**config.mk**
```make
export PLATFORM = sky130hd
export DESIGN_NAME = cam_cmd_scheduler
export DESIGN_NICKNAME = d
export VERILOG_FILES = /design/src/rtl/cam_pkg.sv /design/src/rtl/cam_rr_arbiter.sv /design/src/rtl/cam_cmd_scheduler.sv
export SDC_FILE = /design/constraint.sdc
export NUM_CORES = 1
export LEC_CHECK = 0
export ABC_CLOCK_PERIOD_IN_PS = 7500
export CAP_MARGIN = 20
export CORE_AREA = 2 2 216 218
export CTS_CLUSTER_SIZE = 20
export DETAILED_ROUTE_END_ITERATION = 12
export DIE_AREA = 0 0 218 220
export GPL_ROUTABILITY_DRIVEN = 0
export PLACE_DENSITY = 0.37
export SYNTH_ARGS = -nofsm -noshare
export SYNTH_HDL_FRONTEND = slang
export SYNTH_SLANG_ARGS = --single-unit
```
**constraint.sdc**
```tcl
create_clock -name clk -period 7.5 [get_ports clk]
set_input_delay 1.5 -clock clk [delete_from_list [all_inputs] [get_ports clk]]
set_output_delay 1.5 -clock clk [all_outputs]
set_load 0.02 [all_outputs]
```
**src/rtl/cam_pkg.sv**
```systemverilog
// Shared definitions for the CAM command scheduler: opcode values, the
// scheduler state encoding and an opcode legality helper.
package cam_pkg;

    localparam int unsigned OP_IDLE       = 0;
    localparam int unsigned OP_UPDATE_ALL = 1;
    localparam int unsigned OP_SEARCH     = 2;
    localparam int unsigned OP_UPDATE_ONE = 3;

    typedef enum logic [1:0] {
        S_IDLE  = 2'd0,
        S_ISSUE = 2'd1,
        S_WAIT  = 2'd2,
        S_DONE  = 2'd3
    } sched_state_e;

    // Only UPDATE_ALL, SEARCH and UPDATE_ONE are ever sent to the CAM.
    function automatic logic op_is_legal(input int unsigned op);
        return (op == OP_UPDATE_ALL) || (op == OP_SEARCH) || (op == OP_UPDATE_ONE);
    endfunction

endpackage

```
**src/rtl/cam_rr_arbiter.sv**
```systemverilog
// Combinational round-robin arbiter. Search starts one past last_grant and
// wraps modulo N; outputs a one-hot grant, its binary index and a hit flag.
module cam_rr_arbiter #(
    parameter int N  = 4,
    parameter int IW = 2
) (
    input  logic [N-1:0]  req,
    input  logic [IW-1:0] last_grant,
    output logic [N-1:0]  grant,
    output logic [IW-1:0] grant_idx,
    output logic          grant_any
);

    // First asserted request scanning upward from last_grant+1.
    always_comb begin
        int idx;
        grant     = '0;
        grant_idx = '0;
        grant_any = 1'b0;
        idx       = 0;
        for (int k = 1; k <= N; k++) begin
            idx = (int'(last_grant) + k) % N;
            if (!grant_any && req[IW'(idx)]) begin
                grant[IW'(idx)] = 1'b1;
                grant_idx       = IW'(idx);
                grant_any       = 1'b1;
            end
        end
    end

endmodule

```
**src/rtl/cam_cmd_scheduler.sv**
```systemverilog
// Multi-requester command scheduler in front of the CAM control FSM.
// One command outstanding at a time: pick a requester round-robin, issue the
// opcode once the CAM is idle, wait for the matching end signal, then return
// a completion record.
// Optional build macro CAM_SCHED_TIMEOUT_EN adds a watchdog on the wait phase.
//
// Handshake: a command moves from requester i when req_valid[i] & req_ready[i]
// at a rising clk edge; req_ready is one-hot, combinational, and only ever set
// in S_IDLE. cmd_valid and done_valid are single-cycle strobes with no
// back-pressure.
module cam_cmd_scheduler
    import cam_pkg::*;
#(
    parameter int NUM_REQ        = 4,
    parameter int C_DATA_WIDTH   = 512,
    parameter int OP_CODE_WIDTH  = 3,
    parameter int TIMEOUT_CYCLES = 1024
) (
    input  logic                               clk,
    input  logic                               rst,
    input  logic [NUM_REQ-1:0]                 req_valid,
    input  logic [NUM_REQ*OP_CODE_WIDTH-1:0]   req_op,
    output logic [NUM_REQ-1:0]                 req_ready,
    input  logic [OP_CODE_WIDTH-1:0]           cam_state,
    input  logic                               search_end,
    input  logic                               update_all_end,
    output logic [C_DATA_WIDTH-1:0]            cmd_data,
    output logic                               cmd_valid,
    output logic                               done_valid,
    output logic [$clog2(NUM_REQ)-1:0]         done_id,
    output logic [OP_CODE_WIDTH-1:0]           done_op,
    output logic                               done_err,
    output logic                               busy
);

    localparam int IW = $clog2(NUM_REQ);

    if (NUM_REQ < 2 || NUM_REQ > 16 || C_DATA_WIDTH < 32 || TIMEOUT_CYCLES < 2) begin : g_bad_params
        $error("cam_cmd_scheduler: parameter out of range");
    end

    sched_state_e             state_q, state_d;
    logic [IW-1:0]            last_grant_q, last_grant_d;
    logic [IW-1:0]            id_q, id_d;
    logic [OP_CODE_WIDTH-1:0] op_q, op_d;
    logic                     err_q, err_d;
    logic                     done_valid_q, done_valid_d;

    logic [NUM_REQ-1:0]       grant;
    logic [IW-1:0]            grant_idx;
    logic                     grant_any;
    logic [OP_CODE_WIDTH-1:0] sel_op;
    logic                     end_match;
    logic                     timed_out;

    cam_rr_arbiter #(
        .N  (NUM_REQ),
        .IW (IW)
    ) u_arb (
        .req        (req_valid),
        .last_grant (last_grant_q),
        .grant      (grant),
        .grant_idx  (grant_idx),
        .grant_any  (grant_any)
    );

    assign sel_op = req_op[int'(grant_idx)*OP_CODE_WIDTH +: OP_CODE_WIDTH];

    // Only the end signal belonging to the latched opcode completes a command.
    assign end_match = (op_q == OP_CODE_WIDTH'(OP_UPDATE_ALL)) ? update_all_end : search_end;

`ifdef CAM_SCHED_TIMEOUT_EN
    localparam int TCW = $clog2(TIMEOUT_CYCLES) + 1;

    logic [TCW-1:0] wait_cnt_q, wait_cnt_d;

    // Wait-phase cycle counter: zero outside S_WAIT, so it starts at 0 on entry.
    always_comb begin
        wait_cnt_d = '0;
        if (state_q == S_WAIT) begin
            wait_cnt_d = wait_cnt_q + TCW'(1);
        end
    end

    // Watchdog counter register.
    always_ff @(posedge clk) begin
        if (rst) begin
            wait_cnt_q <= '0;
        end else begin
            wait_cnt_q <= wait_cnt_d;
        end
    end

    assign timed_out = (wait_cnt_q == TCW'(TIMEOUT_CYCLES - 1));
`else
    assign timed_out = 1'b0;
`endif

    // Next-state and command/accept outputs; a matching end beats the watchdog.
    always_comb begin
        state_d      = state_q;
        last_grant_d = last_grant_q;
        id_d         = id_q;
        op_d         = op_q;
        err_d        = err_q;
        req_ready    = '0;
        cmd_valid    = 1'b0;
        cmd_data     = '0;
        case (state_q)
            S_IDLE: begin
                req_ready = grant;
                if (grant_any) begin
                    id_d = grant_idx;
                    op_d = sel_op;
                    if (op_is_legal(int'(sel_op))) begin
                        err_d   = 1'b0;
                        state_d = S_ISSUE;
                    end else begin
                        err_d   = 1'b1;
                        state_d = S_DONE;
                    end
                end
            end
            S_ISSUE: begin
                if (cam_state == '0) begin
                    cmd_valid                      = 1'b1;
                    cmd_data[OP_CODE_WIDTH-1:0]    = op_q;
                    state_d                        = S_WAIT;
                end
            end
            S_WAIT: begin
                if (end_match) begin
                    err_d   = 1'b0;
                    state_d = S_DONE;
                end else if (timed_out) begin
                    err_d   = 1'b1;
                    state_d = S_DONE;
                end
            end
            S_DONE: begin
                last_grant_d = id_q;
                state_d      = S_IDLE;
            end
            default: begin
                state_d = S_IDLE;
            end
        endcase
        done_valid_d = (state_d == S_DONE);
    end

    // State and latched-command registers.
    always_ff @(posedge clk) begin
        if (rst) begin
            state_q      <= S_IDLE;
            last_grant_q <= IW'(NUM_REQ - 1);
            id_q         <= '0;
            op_q         <= '0;
            err_q        <= 1'b0;
            done_valid_q <= 1'b0;
        end else begin
            state_q      <= state_d;
            last_grant_q <= last_grant_d;
            id_q         <= id_d;
            op_q         <= op_d;
            err_q        <= err_d;
            done_valid_q <= done_valid_d;
        end
    end

    assign done_valid = done_valid_q;
    assign done_id    = id_q;
    assign done_op    = op_q;
    assign done_err   = err_q;
    assign busy       = (state_q != S_IDLE);

endmodule

```
==> impl_metrics.ini, run 1 <==
[grt]
grt_usage = 0.0282
antenna_found_initial = 8
overflow = 0
first_global_vias = 1660
grt_max_degree = 32
grt_pass1_wl_um = 10100

[timing]
worst_pin_slew_ps = 765
finalSetupTns_ps = 0
fin_crit_ps = 5850
final_max_slew_viol_count = 0
finalClockSkew_ps = 0.699
setup_violations = 0
fmax_ghz = 0.171
rsz0062_at_grt = no
hold_viol_final = 0
fin_crit_sh = 0.780
maxSlewHeadroom = 0.485

[worst_setup_path]
timing.rr.start = last_grant_q[0]$_SDFFE_PP1N_
crit_path_start = req_valid[3]
cp.buffers_inverters = 2
cpMostUsedCell = clkdlybuf4s50_1
cp_max_fo = 18
crit_path_top_delay_cell = mux4_2
critical_path.cell_chain = clkdlybuf4s50_1 -> mux4_2 -> nor2_2 -> and2_1 -> o211ai_1 -> o21ai_0 -> a21oi_1 -> nor2_1 -> clkdlybuf4s50_1
critical_path_class = primary input to primary output
path_delay_family = buffers and inverters
start_kind = primary input
critPathCaptureType = primary output
cp_slowest_stage_delay_ps = 720
cp.arrival_ps = 4350
required_ps = 6000

[place]
port_buffers = 38
dpl_cell_area_um2 = 4430
hpwlAfterDp_um = 7970

[die]
die-width_um = 218
core_area_um2 = 45900
die_h_um = 220
io_pins = 548
num_rows = 79
start_util = 0.115
dieArea_um2 = 48000

[route]
drt-initial-drc-count = 125
drc = 0
dr.pass1.iters = 4
vias = 2824
vias_per_cell = 2.11
ant_nets = 0
drt_wl_total_um = 8900
wire_per_inst_um = 6.65

[clock_tree]
clkTransAtPathRegs_ps = 40
postCtsSetupBuffers = 0
cts-hold-fix-buffers = 0
clockRootBuffer = clkbuf_16
cts_resized = 0
h-tree-depth = 1
cts.path.max_buffers = 2
cts_sinks = 11
cts_tree = built
cts_buffers = 3
clk_latency_ps = 240

[final_layout]
finish.utilization = 0.0983
final_area_um2 = 4510
final_nets = 762
drive_gt1_frac = 0.0329
area_growth_pct = -14.4

[power]
internal_power_uw = 335
p_sw_frac = 0.619
p_switching_uw = 543
irDropWorstVdd_mv = 0.0660
p_leak_nw = 2.38
seqPwrFrac = 0.113
power_density_nw_per_um2 = 195
p_clk_frac = 0.111
comb_power_share = 0.776
power.total_uw = 878

[synthesis]
postSynthAreaPerCell_um2 = 7.53
ys.warnings.count = 0
ys_types = 57
synth-edff-count = 0
syn_area_um2 = 5270
yosysSeqAreaShare = 0.0418
synth_flop_cell = dfxtp_1
synthCells = 699
synthArstFlopShare = 0
ys_ff_latch = 11

[job]
maxCapViolations = 0

[hold_path]
hp-start = done_err$_SDFFE_PP0P_
holdCritPathClass = flip-flop to flip-flop

[outcome]
status = finished, final reports clean
layer usage:
layer,up-vias,GRT usage,wire length (um),part of all wire
li1,1276,-,-,-
met1,1254,0.0262,2550,0.29
met2,264,0.0537,4730,0.53
met3,16,0.0155,1470,0.17
met4,14,0.00612,69,0.0078
met5,-,0,75,0.0084
area by class of cell:
class                      instances  area [um^2]
clock buffer                       4         78.8
fill                            5382        41400
timing repair buffer              40          395
tap                              607          759
multi-input combinational        668         3020
inverter                           7         26.3
antenna                            2         5.00
sequential                        11          220
cells by family (layout without fill, tap and decap cells):
kind of cell	after synthesis	in the layout	synth area share
other cells	1	511	0.000712
fa+ha+maj	8	8	0.0190
simple gates	83	83	0.0817
mux	14	14	0.0368
flops	11	11	0.0418
buf+inv	528	51	0.746
compound gates	54	54	0.0739
cells in the mapped netlist (all sizes together) (2+ instances only):
library cell | number | area, um^2
nor2b | 3 | 26.3
o32a | 3 | 30.0
ha | 8 | 100
buf | 517 | 3890
mux2i | 7 | 70.1
nor3 | 8 | 40.0
a211oi | 2 | 15.0
nand2b | 2 | 12.5
a221oi | 2 | 17.5
o21ai | 15 | 78.8
mux4 | 4 | 90.1
a21oi | 11 | 55.1
nor3b | 2 | 15.0
nor4 | 2 | 12.5
a2111oi | 2 | 17.5
inv | 6 | 22.5
o211ai | 2 | 15.0
nand2 | 12 | 45.0
dfxtp | 11 | 220
clkbuf | 4 | 15.0
a31oi | 2 | 18.8
nand3 | 9 | 45.0
and2 | 5 | 31.3
o31ai | 3 | 36.3
a22oi | 2 | 15.0
mux2 | 3 | 33.8
and3 | 2 | 12.5
or2 | 3 | 18.8
nor2 | 27 | 104
or3b | 2 | 17.5
cells in the final DEF, fill, tap and decap left out, types with 3 or more instances in the layout:
cell type / netlist / routed
o32a_1: 3 / 3
or2_2: 3 / 3
and2_1: 5 / 5
inv_1: 6 / 6
o21ai_0: 14 / 14
clkdlybuf4s50_1: 0 / 38
conb_1: 1 / 509
nand3_1: 9 / 9
nor3_1: 8 / 8
a21oi_1: 11 / 11
ha_1: 8 / 8
clkbuf_16: 0 / 3
mux2i_1: 7 / 7
dfxtp_1: 11 / 11
nor2_1: 26 / 26
nand2_1: 12 / 12
mux4_2: 4 / 4
worst min-delay path, stage by stage, from the launching register on:
cell      delay [ps]
dfxtp_1          300
nand3b_1          70
a21oi_1           60
power groups by stage:
stage	combinational [mW]	clock [mW]	sequential, mW
floorplan	0.715	0	0.114
global placement	0.686	0	0.100
detailed placement	0.686	0	0.101
CTS	0.688	0.0990	0.0999
global route	0.747	0.102	0.103
finish	0.681	0.0971	0.0993
worst paths after layout:
kind	end	slack, ps	depth (start not counted)
worst max-delay path	req_ready[3]	1650	9
worst min-delay path	done_err$_SDFFE_PP0P_	490	2
worst max register to register	done_op[0]$_SDFFE_PP0P_	3950	9
worst min register to register	done_err$_SDFFE_PP0P_	490	2
flip-flops by register name, summed over array words and instances, names as in the netlist:
register and count:
done_id 2, done_op 3, state_q 2, last_grant_q 2, done_valid 1, done_err 1
through the flow:
stage          hold WS, ps  instances  worst slack, ps
4_1_cts                488       1337             1630
3_3_place_gp           478       1333             1690
2_1_floorplan          520       1207             2850
6_report               486       1339             1650
3_5_place_dp           480       1333             1640
5_1_grt                503       1337             1410
Power figures use the tool's default switching activity.
==> run 2: changes to the inputs <==
--- a/config.mk
+++ b/config.mk
@@ -5,7 +5,7 @@
 export SDC_FILE = /design/constraint.sdc
 export NUM_CORES = 1
 export LEC_CHECK = 0
-export ABC_CLOCK_PERIOD_IN_PS = 7500
+export ABC_CLOCK_PERIOD_IN_PS = 5600
 export CAP_MARGIN = 20
 export CORE_AREA = 2 2 216 218
 export CTS_CLUSTER_SIZE = 20
==> constraint.sdc (replaced) <==
create_clock -name clk -period 5.6 [get_ports clk]
set_input_delay 1.12 -clock clk [delete_from_list [all_inputs] [get_ports clk]]
set_output_delay 1.12 -clock clk [all_outputs]
set_load 0.02 [all_outputs]
==> impl_metrics.ini, run 2 (synthesis results as in run 1) <==
[worst_setup_path]
cp_max_fo = 18
required_ps = 4480
r2r_end = done_op[0]$_SDFFE_PP0P_
critical_path_class = primary input to primary output
start_kind = primary input
rr_worst_depth = 9
cp.arrival_ps = 3840
reg2reg_slack_ps = 2090
critPathCaptureType = primary output
timing.rr.start = last_grant_q[0]$_SDFFE_PP1N_

[timing]
rsz0062_at_grt = no
finalClockSkew_ps = 1.53
fin_ws_ps = 639
maxSlewHeadroom = 0.545
fin_crit_ps = 4960
hold_viol_final = 0
fin_crit_sh = 0.886
worst_pin_slew_ps = 676
final_max_slew_viol_count = 0
finalSetupTns_ps = 0
fmax_ghz = 0.202
setup_violations = 0

[grt]
grt_busiest_layer = met2
overflow = 0
grt_usage = 0.0279
globalRouteMet2Util = 0.0517
antenna_found_initial = 8
grt_pass1_wl_um = 10100
use_met3 = 0.0166
first_global_vias = 1701
grt_max_degree = 32
use_met1 = 0.0255

[route]
drt_wl_total_um = 8730
vias_per_cell = 2.10
wire_per_inst_um = 6.52
dr.pass1.iters = 4
drc = 0
drt-initial-drc-count = 56
vias = 2818
ant_nets = 0

[place]
hpwlAfterDp_um = 7900
dpl_cell_area_um2 = 4420
port_buffers = 38
post-place-ws_ps = 670

[die]
core_area_um2 = 45900
num_rows = 79
dieArea_um2 = 48000
start_util = 0.115
die_h_um = 220
io_pins = 548
die-width_um = 218

[power]
irDropWorstVdd_mv = 0.0920
seqPwrFrac = 0.114
comb_power_share = 0.775
p_leak_nw = 2.39
p_sw_frac = 0.618
p_clk_frac = 0.111
p_switching_uw = 723
internal_power_uw = 448
power_density_nw_per_um2 = 260

[hold_path]
worstHoldEndpoint = done_err$_SDFFE_PP0P_
holdCritPathClass = flip-flop to flip-flop
min_delay_path_depth = 2
hp-start = done_err$_SDFFE_PP0P_

[final_layout]
largest_reg_flops = 3
final_area_um2 = 4510
area_growth_pct = -14.4
layout_common_cells = conb_1, clkdlybuf4s50_1, nor2_1
drive_gt1_frac = 0.0356
final_nets = 762
final_common_cell = conb_1

[job]
maxCapViolations = 0

[clock_tree]
clockRootBuffer = clkbuf_16
cts.path.max_buffers = 2
clk_latency_ps = 240
cts_resized = 0
cts_sinks = 11
clkTransAtPathRegs_ps = 40
cts_buffers = 3
postCtsSetupBuffers = 0
cts_tree = built
h-tree-depth = 1
cts-hold-fix-buffers = 0

[outcome]
status = finished, final reports clean
run 2: cell types whose count changed in the layout (fill, tap and decap cells not counted):
cell,before,now
buf_4,2,4
diode_2,2,3
clkdlybuf4s50_1,38,36
run 2: critical path: stages:
cell             delay [ps]
clkdlybuf4s50_1         600
mux4_2                  720
nor2_2                  290
and2_1                  210
a221oi_1                 90
nor2_1                  110
clkdlybuf4s50_1         700
run 2: power groups by stage:
stage	clock, mW	combinational [mW]	sequential [mW]
floorplan	0	0.958	0.153
global placement	0	0.915	0.134
detailed placement	0	0.914	0.136
CTS	0.134	0.915	0.134
global route	0.137	0.998	0.137
finish	0.130	0.907	0.133
run 2: final cells by class:
class | count | area (um^2)
Fill cell | 5395 | 41400
Sequential cell | 11 | 220
Tap cell | 607 | 759
Timing Repair Buffer | 40 | 390
Multi-Input combinational cell | 668 | 3020
Inverter | 7 | 26.3
Antenna cell | 3 | 7.51
Clock buffer | 4 | 78.8
run 2: worst max path at each step:
stage,startpoint,to,slack [ps],depth (start not counted)
after floorplan,last_grant_q[0]$_SDFFE_PP1N_,req_ready[2],1510,12
final,req_valid[3],req_ready[1],640,7
after CTS,req_valid[3],req_ready[1],660,7
after global placement,req_valid[3],req_ready[0],690,7
after global routing,req_valid[3],req_ready[0],440,7
after detailed placement,req_valid[3],req_ready[1],670,7
run 2: routing by layer:
layer  wire length, um  share of wire  up-vias
met3              1540           0.18       19
met5                70         0.0080        -
met2              4570           0.52      268
met1              2410           0.28     1241
li1                  -              -     1278
met4               136          0.016       12
run 2: stage by stage:
stage	hold WS (ps)	cells	power [mW]	utilization
6_report	489	1340	1.17	0.0983
5_1_grt	524	1338	1.27	0.0982
4_1_cts	491	1337	1.18	0.0981
3_5_place_dp	483	1333	1.05	0.0964
3_3_place_gp	478	1333	1.05	0.0964
2_1_floorplan	520	1207	1.11	-
==> run 3: changes to the inputs <==
--- a/config.mk
+++ b/config.mk
@@ -5,14 +5,15 @@
 export SDC_FILE = /design/constraint.sdc
 export NUM_CORES = 1
 export LEC_CHECK = 0
-export ABC_CLOCK_PERIOD_IN_PS = 5600
+export ABC_CLOCK_PERIOD_IN_PS = 4700
 export CAP_MARGIN = 20
-export CORE_AREA = 2 2 216 218
+export CORE_AREA = 2 2 214 216
 export CTS_CLUSTER_SIZE = 20
 export DETAILED_ROUTE_END_ITERATION = 12
-export DIE_AREA = 0 0 218 220
+export DIE_AREA = 0 0 216 218
 export GPL_ROUTABILITY_DRIVEN = 0
 export PLACE_DENSITY = 0.37
 export SYNTH_ARGS = -nofsm -noshare
 export SYNTH_HDL_FRONTEND = slang
+export SYNTH_HIERARCHICAL = 1
 export SYNTH_SLANG_ARGS = --single-unit
==> constraint.sdc (replaced) <==
create_clock -name clk -period 4.7 [get_ports clk]
set_input_delay 0.94 -clock clk [delete_from_list [all_inputs] [get_ports clk]]
set_output_delay 0.94 -clock clk [all_outputs]
set_load 0.02 [all_outputs]
==> impl_metrics.ini, run 3 <==
[clock_tree]
h-tree-depth = 1
cts_sinks = 11
clkTransAtPathRegs_ps = 40
cts_resized = 0
clk_latency_ps = 240
cts_buffers = 3
clockRootBuffer = clkbuf_16
cts.path.max_buffers = 2
cts-hold-fix-buffers = 0
cts_tree = built
postCtsSetupBuffers = 0

[grt]
first_global_vias = 1298
grt_max_degree = 16
overflow = 0
grt_pass1_wl_um = 9450
antenna_found_initial = 10
grt_usage = 0.0305

[timing]
final_max_slew_viol_count = 0
finalClockSkew_ps = 1.41
maxSlewHeadroom = 0.646
finalSetupTns_ps = 0
worst_pin_slew_ps = 529
fin_crit_sh = 0.926
fin_crit_ps = 4350
setup_violations = 0
fin_ws_ps = 348
rsz0062_at_grt = no
fmax_ghz = 0.230
hold_viol_final = 0

[worst_setup_path]
critPathCaptureType = primary output
critical_path.cell_chain = clkdlybuf4s50_1 -> mux4_2 -> or2_4 -> o31ai_2 -> and2_1 -> clkdlybuf4s50_1
required_ps = 3760
critical_path_class = primary input to primary output
cp_max_fo = 10
cpMostUsedCell = clkdlybuf4s50_1
cp.arrival_ps = 3410
start_kind = primary input
cp_slowest_stage_delay_ps = 610
crit_path_top_delay_cell = mux4_2

[route]
ant_nets = 0
vias = 2478
drc = 0
dr.pass1.iters = 4
vias_per_cell = 1.93
drt_wl_total_um = 8920
wire_per_inst_um = 6.96
drt-initial-drc-count = 91

[power]
irDropWorstVdd_mv = 0.104
p_leak_nw = 2.29
power_density_nw_per_um2 = 263

[final_layout]
drive_gt1_frac = 0.0369
area_growth_pct = -14.3
layout_common_cells = conb_1, clkdlybuf4s50_1, nand2_1
largest_reg_flops = 3
final_common_cell = conb_1
final_nets = 710
finish.utilization = 0.0948

[synthesis]
synth-edff-count = 0
ys_ff_latch = 11
synth.area.top_cells = buf_4, dfxtp_1, mux4_2
synth_flop_cell = dfxtp_1
yosysTopAreaCell = buf_4
synthCells = 639
syn_area_um2 = 4970
synth_top_area_frac = 0.769
synth_common_cells = buf_4, nand2_1, a21oi_1
postSynthAreaPerCell_um2 = 7.77
ys.warnings.count = 6
yosysSeqAreaShare = 0.0443
synthArstFlopShare = 0
post-synth-top-count-cell = buf_4
ys_types = 45

[job]
maxCapViolations = 0

[hold_path]
holdCritPathClass = flip-flop to flip-flop

[die]
start_util = 0.111
io_pins = 548
die-width_um = 216
die_h_um = 218
num_rows = 78
dieArea_um2 = 47100
core_area_um2 = 44900

[place]
post-place-ws_ps = 360
hpwlAfterDp_um = 8310
port_buffers = 38

[outcome]
status = finished, final reports clean
run 3: area by class of cell:
type                            count  area, um^2
Timing Repair Buffer               42         410
Multi-Input combinational cell    614        2760
Fill cell                        5287       40600
Sequential cell                    11         220
Inverter                            7        26.3
Antenna cell                        3        7.51
Clock buffer                        4        78.8
Tap cell                          600         751
run 3: final timing paths:
path | start | depth (start not counted) | end | slack, ps
min reg2reg | done_id[1]$_SDFFE_PP0P_ | 2 | done_id[1]$_SDFFE_PP0P_ | 480
max | req_valid[3] | 6 | req_ready[3] | 350
max reg2reg | last_grant_q[1]$_SDFFE_PP1N_ | 11 | done_valid$_SDFF_PP0_ | 1410
min | done_id[1]$_SDFFE_PP0P_ | 2 | done_id[1]$_SDFFE_PP0P_ | 480
run 3: routing by layer:
layer	wire length (um)	global-route usage	share of wire	vias to the layer above
met3	2060	0.0297	0.23	20
met5	55	0	0.0062	-
li1	-	-	-	1071
met4	132	0.0158	0.015	8
met1	2060	0.0232	0.23	1076
met2	4610	0.0506	0.52	303
run 3: cell families (layout without fill, tap and decap cells):
logic type | Yosys count | in the layout | synth area share
mux | 14 | 14 | 0.0471
fa+ha+maj | 8 | 8 | 0.0202
flops | 11 | 11 | 0.0443
simple gates | 47 | 47 | 0.0494
compound gates | 36 | 36 | 0.0552
other cells | 1 | 512 | 0.000755
buf+inv | 522 | 53 | 0.783
run 3: report_power, final:
| group | internal [mW] | leakage [nW] | switching (mW) |
|---|---|---|---|
| Sequential | 0.121 | 0.0907 | 0.0311 |
| Clock | 0.114 | 0.0382 | 0.0402 |
| Combinational | 0.216 | 2.16 | 0.599 |
| Total | 0.450 | 2.29 | 0.670 |
run 3: metrics by stage:
| step | std cells | instance area (um^2) | power (mW) | hold WS, ps |
|---|---|---|---|---|
| finish | 1281 | 4260 | 1.12 | 476 |
| global route | 1281 | 4260 | 1.19 | 498 |
| detailed placement | 1274 | 4170 | 0.962 | 475 |
| global placement | 1274 | 4170 | 0.965 | 467 |
| CTS | 1278 | 4250 | 1.12 | 481 |
| floorplan | 1147 | 6870 | 1.12 | 538 |
run 3: critical path: cells and delay by family:
| family | cells | cell delay, ps |
|---|---|---|
| compound gates | 1 | 230 |
| buf+inv | 2 | 1190 |
| mux | 1 | 610 |
| simple gates | 2 | 450 |
